**config.mk**
```make
export PLATFORM = sky130hd
export DESIGN_NAME = pc_fetch_seq
export DESIGN_NICKNAME = d
export VERILOG_FILES = /design/src/rtl/pc_seq_pkg.sv /design/src/rtl/pc_fetch_seq_next_pc_sel.sv /design/src/rtl/pc_fetch_seq.sv
export SDC_FILE = /design/constraint.sdc
export NUM_CORES = 1
export LEC_CHECK = 0
export ABC_AREA = 0
export BUFFER_PORTS_ARGS = -buffer_cell sky130_fd_sc_hd__buf_2
export CAP_MARGIN = 40
export CORE_UTILIZATION = 45
export CTS_CLUSTER_SIZE = 40
export DETAILED_ROUTE_END_ITERATION = 16
export PLACE_DENSITY = 0.86
export SLEW_MARGIN = 40
export SYNTH_ARGS = -nofsm -noshare
export SYNTH_HDL_FRONTEND = slang
export SYNTH_SLANG_ARGS = --single-unit
```
**constraint.sdc**
```tcl
create_clock -name clk -period 2 [get_ports clk]
set_clock_uncertainty 0.05 [all_clocks]
set_input_delay 0.1 -clock clk [delete_from_list [all_inputs] [get_ports clk]]
set_output_delay 0.1 -clock clk [all_outputs]
set_load 0.01 [all_outputs]
```
**src/rtl/pc_seq_pkg.sv**
```systemverilog
// Shared types and constants for the PC sequencer / instruction-fetch requester.
package pc_seq_pkg;

    typedef enum logic [1:0] {
        S_BOOT  = 2'd0,
        S_REQ   = 2'd1,
        S_VALID = 2'd2
    } pc_state_e;

    localparam int          INSTR_BYTES      = 4;
    localparam logic [1:0]  ALIGN_MASK       = 2'b11;
    localparam logic [31:0] DEFAULT_RESET_PC = 32'h0000_0000;

    function automatic logic is_misaligned(input logic [1:0] low_bits);
        return (low_bits & ALIGN_MASK) != 2'b00;
    endfunction

endpackage

```
**src/rtl/pc_fetch_seq_next_pc_sel.sv**
```systemverilog
// Next-PC priority mux (flush > jump > branch > pc+4) with word-alignment forcing.
module next_pc_sel
    import pc_seq_pkg::*;
#(
    parameter int ADDR_W = 32
) (
    input  logic [ADDR_W-1:0] pc,
    input  logic              flush,
    input  logic [ADDR_W-1:0] flush_pc,
    input  logic              jump_en,
    input  logic [ADDR_W-1:0] jump_target,
    input  logic              branch_taken,
    input  logic [ADDR_W-1:0] branch_target,
    output logic [ADDR_W-1:0] next_pc,
    output logic              misalign
);

    logic [ADDR_W-1:0] raw_pc;
    logic              is_target;

    always_comb begin
        raw_pc    = pc + ADDR_W'(INSTR_BYTES);
        is_target = 1'b1;
        if (flush) begin
            raw_pc = flush_pc;
        end else if (jump_en) begin
            raw_pc = jump_target;
        end else if (branch_taken) begin
            raw_pc = branch_target;
        end else begin
            is_target = 1'b0;
        end
        // Sequential pc+4 wraps modulo 2^ADDR_W and is never flagged.
        next_pc  = {raw_pc[ADDR_W-1:2], 2'b00};
        misalign = is_target && is_misaligned(raw_pc[1:0]);
    end

endmodule

```
**src/rtl/pc_fetch_seq.sv**
```systemverilog
// Architectural PC holder issuing one imem read at a time and presenting instructions to decode.
module pc_fetch_seq
    import pc_seq_pkg::*;
#(
    parameter int                ADDR_W   = 32,
    parameter logic [ADDR_W-1:0] RESET_PC = ADDR_W'(DEFAULT_RESET_PC)
) (
    input  logic              clk,
    input  logic              rst_n,
    input  logic [ADDR_W-1:0] branch_target,
    input  logic              branch_taken,
    input  logic [ADDR_W-1:0] jump_target,
    input  logic              jump_en,
    input  logic              flush,
    input  logic [ADDR_W-1:0] flush_pc,
    input  logic              stall,
    output logic              imem_req,
    output logic [ADDR_W-1:0] imem_addr,
    input  logic              imem_ack,
    input  logic [31:0]       imem_rdata,
    output logic              instr_valid,
    output logic [31:0]       instr,
    output logic [ADDR_W-1:0] pc_out,
    output logic [ADDR_W-1:0] pc_plus4,
    output logic              misalign_err,
    output pc_state_e         fsm_state
);

    // Handshakes: imem_req stays high with imem_addr stable until imem_ack (same-cycle
    // ack allowed); ack without req is ignored. Decode accepts when instr_valid && !stall.

    pc_state_e         state, state_n;
    logic [ADDR_W-1:0] pc, pc_n;
    logic [31:0]       instr_n;
    logic [ADDR_W-1:0] pc_out_n;
    logic              drop, drop_n;
    logic [ADDR_W-1:0] drop_pc, drop_pc_n;
    logic              misalign_n;
    logic [ADDR_W-1:0] sel_pc;
    logic              sel_misalign;

    next_pc_sel #(.ADDR_W(ADDR_W)) u_next_pc_sel (
        .pc            (pc),
        .flush         (flush),
        .flush_pc      (flush_pc),
        .jump_en       (jump_en),
        .jump_target   (jump_target),
        .branch_taken  (branch_taken),
        .branch_target (branch_target),
        .next_pc       (sel_pc),
        .misalign      (sel_misalign)
    );

    always_ff @(posedge clk or negedge rst_n) begin
        if (!rst_n) begin
            state        <= S_BOOT;
            pc           <= RESET_PC;
            instr        <= 32'h0;
            pc_out       <= RESET_PC;
            drop         <= 1'b0;
            drop_pc      <= RESET_PC;
            misalign_err <= 1'b0;
        end else begin
            state        <= state_n;
            pc           <= pc_n;
            instr        <= instr_n;
            pc_out       <= pc_out_n;
            drop         <= drop_n;
            drop_pc      <= drop_pc_n;
            misalign_err <= misalign_n;
        end
    end

    always_comb begin
        state_n    = state;
        pc_n       = pc;
        instr_n    = instr;
        pc_out_n   = pc_out;
        drop_n     = drop;
        drop_pc_n  = drop_pc;
        misalign_n = 1'b0;
        case (state)
            S_BOOT: begin
                state_n = S_REQ;
            end
            S_REQ: begin
                misalign_n = flush && sel_misalign;
                if (imem_ack) begin
                    if (flush || drop) begin
                        // Returned data belongs to an abandoned stream; refetch from the redirect.
                        pc_n    = flush ? sel_pc : drop_pc;
                        drop_n  = 1'b0;
                        state_n = S_BOOT;
                    end else begin
                        instr_n  = imem_rdata;
                        pc_out_n = pc;
                        state_n  = S_VALID;
                    end
                end else if (flush) begin
                    drop_n    = 1'b1;
                    drop_pc_n = sel_pc;
                end
            end
            S_VALID: begin
                if (flush || !stall) begin
                    pc_n       = sel_pc;
                    misalign_n = sel_misalign;
                    state_n    = S_REQ;
                end
            end
            default: begin
                state_n = S_BOOT;
            end
        endcase
    end

    assign imem_req    = (state == S_REQ);
    assign imem_addr   = pc;
    assign instr_valid = (state == S_VALID);
    assign pc_plus4    = pc_out + ADDR_W'(INSTR_BYTES);
    assign fsm_state   = state;

endmodule

```
# == Yosys cells after proc, flatten, opt, wreduce, memory -nomap -nowiden ==
# Index checks and enable logic that the tools add are counted.
# classes
add_sub_neg,2
eq_ne,6
mux,20
bitwise,2
n_reduce_logical,14
# op_table
cell,count
32-bit 2-to-1 mux,7
32-bit by 3-bit adder with 32-bit output (second input constant),2
32-bit one-hot mux with 2 select lines,1
2-bit by 1-bit != test with 1-bit output (second input constant),4
1-bit 2-to-1 mux,7
2-bit 2-to-1 mux,3
2-bit one-hot mux with 3 select lines,1
3-bit AND reduction,2
2-bit nonzero test,3
2-bit AND reduction,2
4-bit AND reduction,1
2-bit by 1-bit == test with 1-bit output (second input constant),1
2-bit == test (second input constant),1
1-bit logical AND,2
2-bit zero test,1
1-bit logical OR,2
1-bit inverter,2
1-bit one-hot mux with 2 select lines,1
1-bit zero test,1
# totals
regBits,132
out_inout_bits,133
word_cells,51

# == Depth between registers and ports, before layout ==
# depth
depth_word,8
mapped_depth,10

# == By module ==
# Synthesis repeated with hierarchy kept, for this count alone.
# hier_totals
hier_cells,695
area_unflattened_um2,7464.7
# modules_own_cells
module,n_inst,cells_per_inst,area_per_inst_um2,seq_area_each_um2
pc_fetch_seq,1,458,5967.0,3303.2
next_pc_sel,1,237,1497.7,0.0

# == Worst setup path after synthesis ==
# OpenSTA, ideal clock, no wires.
# synth_path
path_type,register -> register
start,"reg state[1], in the netlist fsm_state[1]"
end,reg instr[17]
setup_ps,125
arrival_ps,2068
t_required_ps,1825
setup_slack_ps,-243
path_stages_with_launch,8
path_buffers,2
path_cell_list,dfrtp_1 inv_1 ha_1 or3b_1 nor2_1 buf_4 buf_4 mux2_2
# synth_between
elab_chain_len,2
# synth_rtl
item,line_no,source
from (decl),pc_fetch_seq.sv:32,"pc_state_e state, state_n;"
from (signal assigned),pc_fetch_seq.sv:64,state <= state_n;
2-bit by 1-bit == test with 1-bit output,--,
named net imem_req,pc_fetch_seq.sv:17,"output logic imem_req,"
3-bit AND reduction (no source line),--,
to (signal assigned),pc_fetch_seq.sv:66,instr <= instr_n;
to (decl),pc_fetch_seq.sv:22,"output logic [31:0] instr,"
# The timed path passes the listed nets, and every way through them passes these cells.
# A chain may end at the register's enable or synchronous reset.

# == Worst setup path in the final report ==
# layout_path
start,reg pc_out[7]
end,out pc_plus4[19]
# layout_between
elab_chain_len,1
# layout_rtl
item,line_no,source
from (decl),pc_fetch_seq.sv:23,"output logic [ADDR_W-1:0] pc_out,"
from (signal assigned),pc_fetch_seq.sv:67,pc_out <= pc_out_n;
32-bit by 3-bit adder with 32-bit output,pc_fetch_seq.sv:120,assign pc_plus4 = pc_out + ADDR_W'(INSTR_BYTES);
to (decl),pc_fetch_seq.sv:24,"output logic [ADDR_W-1:0] pc_plus4,"
# No other way between the ends.

==> run metrics <==
Synth area leaders=dfrtp_1, mux2_2, mux2_1, nand2_1, nand3_1; Synth Flop Type=dfrtp_1; clk sink count=132; TritonCTS clock tree=yes; Via density=6.06; Max VDD drop=906 uV; Pwr Density=1570 mW/mm2; ANT cells=0; I/O pins=268; synth unique cells=71; top-area cell type share of the netlist area=44.9%; Syn Nets=843; final worst setup slack=-208 ps; Fillers=1008; cell mode on critical path=and4_4; worst hold start=jump_target[24]; CP arrival=2060 ps; most frequent cells in the layout=buf_2, dfrtp_1, buf_4; ys async rst share=100%; metal2 WL=14700 um; CP max FO=6; unrepaired setup endpoints after global routing=true; Core Box Area=0.0159 mm2; internal power=11.1 mW; CP peak stage delay=360 ps; later-pin clock latency in the skew report=420 ps; Hold Crit Depth=3; final core utilization=74.8%; Pins Over Slew Limit=0; clk slew on worst S/H paths=60 ps; post-synth top area cell=dfrtp_1; row cnt=46; first-pass GRT wire length=42700 um; power share of the combinational group=56.1%; die area=0.0169 mm2; Starting Density=46.2%; switch share=40.7%; mean area per synthesized cell=10.5 um2; initial antenna violation count=0; synthesized area=0.00736 mm2; met3 wire length=3280 um; path type of the worst min-delay path=primary input to flip-flop; period utilization=110%; outcome=finished with violations; Num CTS Buffers=17; DRC=0; top routing layer in use=met4; Hold Fails Final Rpt=1; area occupied by multi-input gates=0.00433 mm2; chip height=130 um; clock power share=16.1%; Max Freq=453 MHz; WP data required=1850 ps; clock buffer depth=2; CP Launch Type=flip-flop; Die Span X=130 um; Setup Crit Path Kind=flip-flop to primary output; DP Wirelength=18800 um; nature of the critical path endpoint=primary output; vias in the first global route=7956; metal1 wirelength=11400 um; setup_tns=-4090 ps; largest net degree at the start of global routing=50; Hold EP=imem_addr[24]$_DFFE_PN0P_; routability cong.=0.948; Seq/Total Area, Yosys=44.9%; r2r setup slk=-100 ps; EDFF count, synth=0; FF/Latch Area=0.00331 mm2; worst-case reg-to-reg path depth=8; setup violators final=57; Worst-Margin Slew=495 ps; Initial DRC Count=1045; number of instances in the placed design=1241; Final Non-Filler Cells=1374; max-capacitance violation count=0; Rel. slew slack=67.0%; Port Buffer Count=267; sequential share of power=27.8%; First-pass DRT Iterations=6; DR WL/cell=22.6 um; crit-path cells=and4_4 -> and4_4 -> nand3_4 -> buf_6 -> nor2_4 -> xor2_1 -> buf_2; failing checks=hold timing, setup timing; Pleak=5.61 nW; H-tree Lvls=4; yosys warns=0; vias=8324; min Tclk post-route=2210 ps; Routed Antenna Nets=0; Nets=1286; total global-route track usage=33.7%; Post-Route WL=31100 um; GRT Residual Overflow=0; CP max-delay cell=dfrtp_1; critical register-to-register path startpoint=fsm_state[0]$_DFFE_PN0P_; hold slack final=-34.6 ps; layout cells sized above 1=52.3%; Synth Instances=702; commonest non-fill, non-tap cell in the layout=buf_2; Seq cells post-synth=132; Area Growth Syn to Fin=62.1%; reg2reg end=imem_addr[31]$_DFFE_PN0P_; clock root buffer=clkbuf_16; switching pwr=7.62 mW
==> power groups by stage <==
stage | registers [mW] | logic, mW | clock network (mW)
after CTS | 4.99 | 8.72 | 3.02
after global routing | 5.34 | 11.1 | 3.15
final | 5.20 | 10.5 | 3.02
after detailed placement | 5.04 | 7.98 | 0
after floorplan | 5.52 | 3.81 | 0
after global placement | 4.95 | 7.77 | 0
==> cell usage after synthesis (14+ instances only) <==
library cell,instances
buf_2,14
a22oi_1,14
mux2_2,71
nor2_1,36
dfrtp_1,132
xnor2_1,16
xor2_1,16
inv_1,14
mux2_1,22
clkbuf_1,20
a21oi_1,26
nand3_1,29
nand2_1,57
o21ai_0,26
a31oi_1,14
nor3_1,14
==> metrics by stage <==
step / worst slack (ps) / hold WS [ps] / instance area (um2) / power (mW)
2_1_floorplan: 4.23 / -246 / 7430 / 9.33
3_3_place_gp: 3.45 / 18.9 / 9660 / 12.7
3_5_place_dp: -72.1 / 29.6 / 9660 / 13.0
4_1_cts: -129 / 0.0699 / 11200 / 16.7
5_1_grt: -281 / -1.74 / 11900 / 19.5
6_report: -208 / -34.6 / 11900 / 18.7
==> layer usage <==
| layer | vias up | global-route usage [%] |
|---|---|---|
| met3 | 170 | 7.01 |
| li1 | 3523 | - |
| met2 | 708 | 55.8 |
| met1 | 3923 | 41.5 |
| met4 | 0 | 17.6 |
| met5 | - | 0 |
==> state kept, by name (all words and copies together) (netlist names) <==
signal,flops
drop,1
drop_pc,32
fsm_state,2
imem_addr,32
instr,32
misalign_err,1
pc_out,32
==> how the worst max path moves through the flow <==
stage                             startpoint                        end  slack, ps  depth (start not counted)
global route          pc_out[10]$_DFFE_PN0P_               pc_plus4[19]       -280                          7
CTS                    pc_out[7]$_DFFE_PN0P_               pc_plus4[19]       -130                          7
global placement    fsm_state[1]$_DFFE_PN0P_      instr[26]$_DFFE_PN0P_          3                          7
floorplan           fsm_state[1]$_DFFE_PN0P_      instr[17]$_DFFE_PN0P_          4                          7
detailed placement  fsm_state[0]$_DFFE_PN0P_  imem_addr[24]$_DFFE_PN0P_        -70                          8
finish                 pc_out[7]$_DFFE_PN0P_               pc_plus4[19]       -210                          7
==> logic make-up (layout without fill, tap and decap cells) <==
logic type / after synthesis / in the layout / synth area share [%]
flops: 132 / 132 / 44.9
xor+xnor: 32 / 32 / 3.81
buf+inv: 63 / 518 / 4.01
fa+ha+maj: 6 / 6 / 1.02
compound gates: 166 / 167 / 16.2
simple gates: 205 / 205 / 15.2
mux: 98 / 98 / 14.9
==> layout make-up <==
type	count	area share, %
Clock buffer	23	4.09
Clock inverter	9	0.650
Inverter	15	0.472
Multi-Input combinational cell	508	36.3
Sequential cell	132	27.8
Tap cell	216	2.26
Timing Repair Buffer	471	28.4
==> critical path, delay by kind of cell (launching register included) <==
kind / cells / cell delay, ps
buf+inv: 2 / 340
flops: 1 / 360
xor+xnor: 1 / 190
simple gates: 4 / 740
==> repair_timing <==
action / 4_1_cts / 5_1_grt
pin swaps: 17 / 35
setup endpoints to repair: 77 / 107
hold buffers: 67 / 0
resized for setup: 45 / 129
gates cloned: 3 / 6
setup buffers: 13 / 15
endpoints found under the hold margin: 152 / 0
Note: power is estimated with default switching activity, not from simulation.
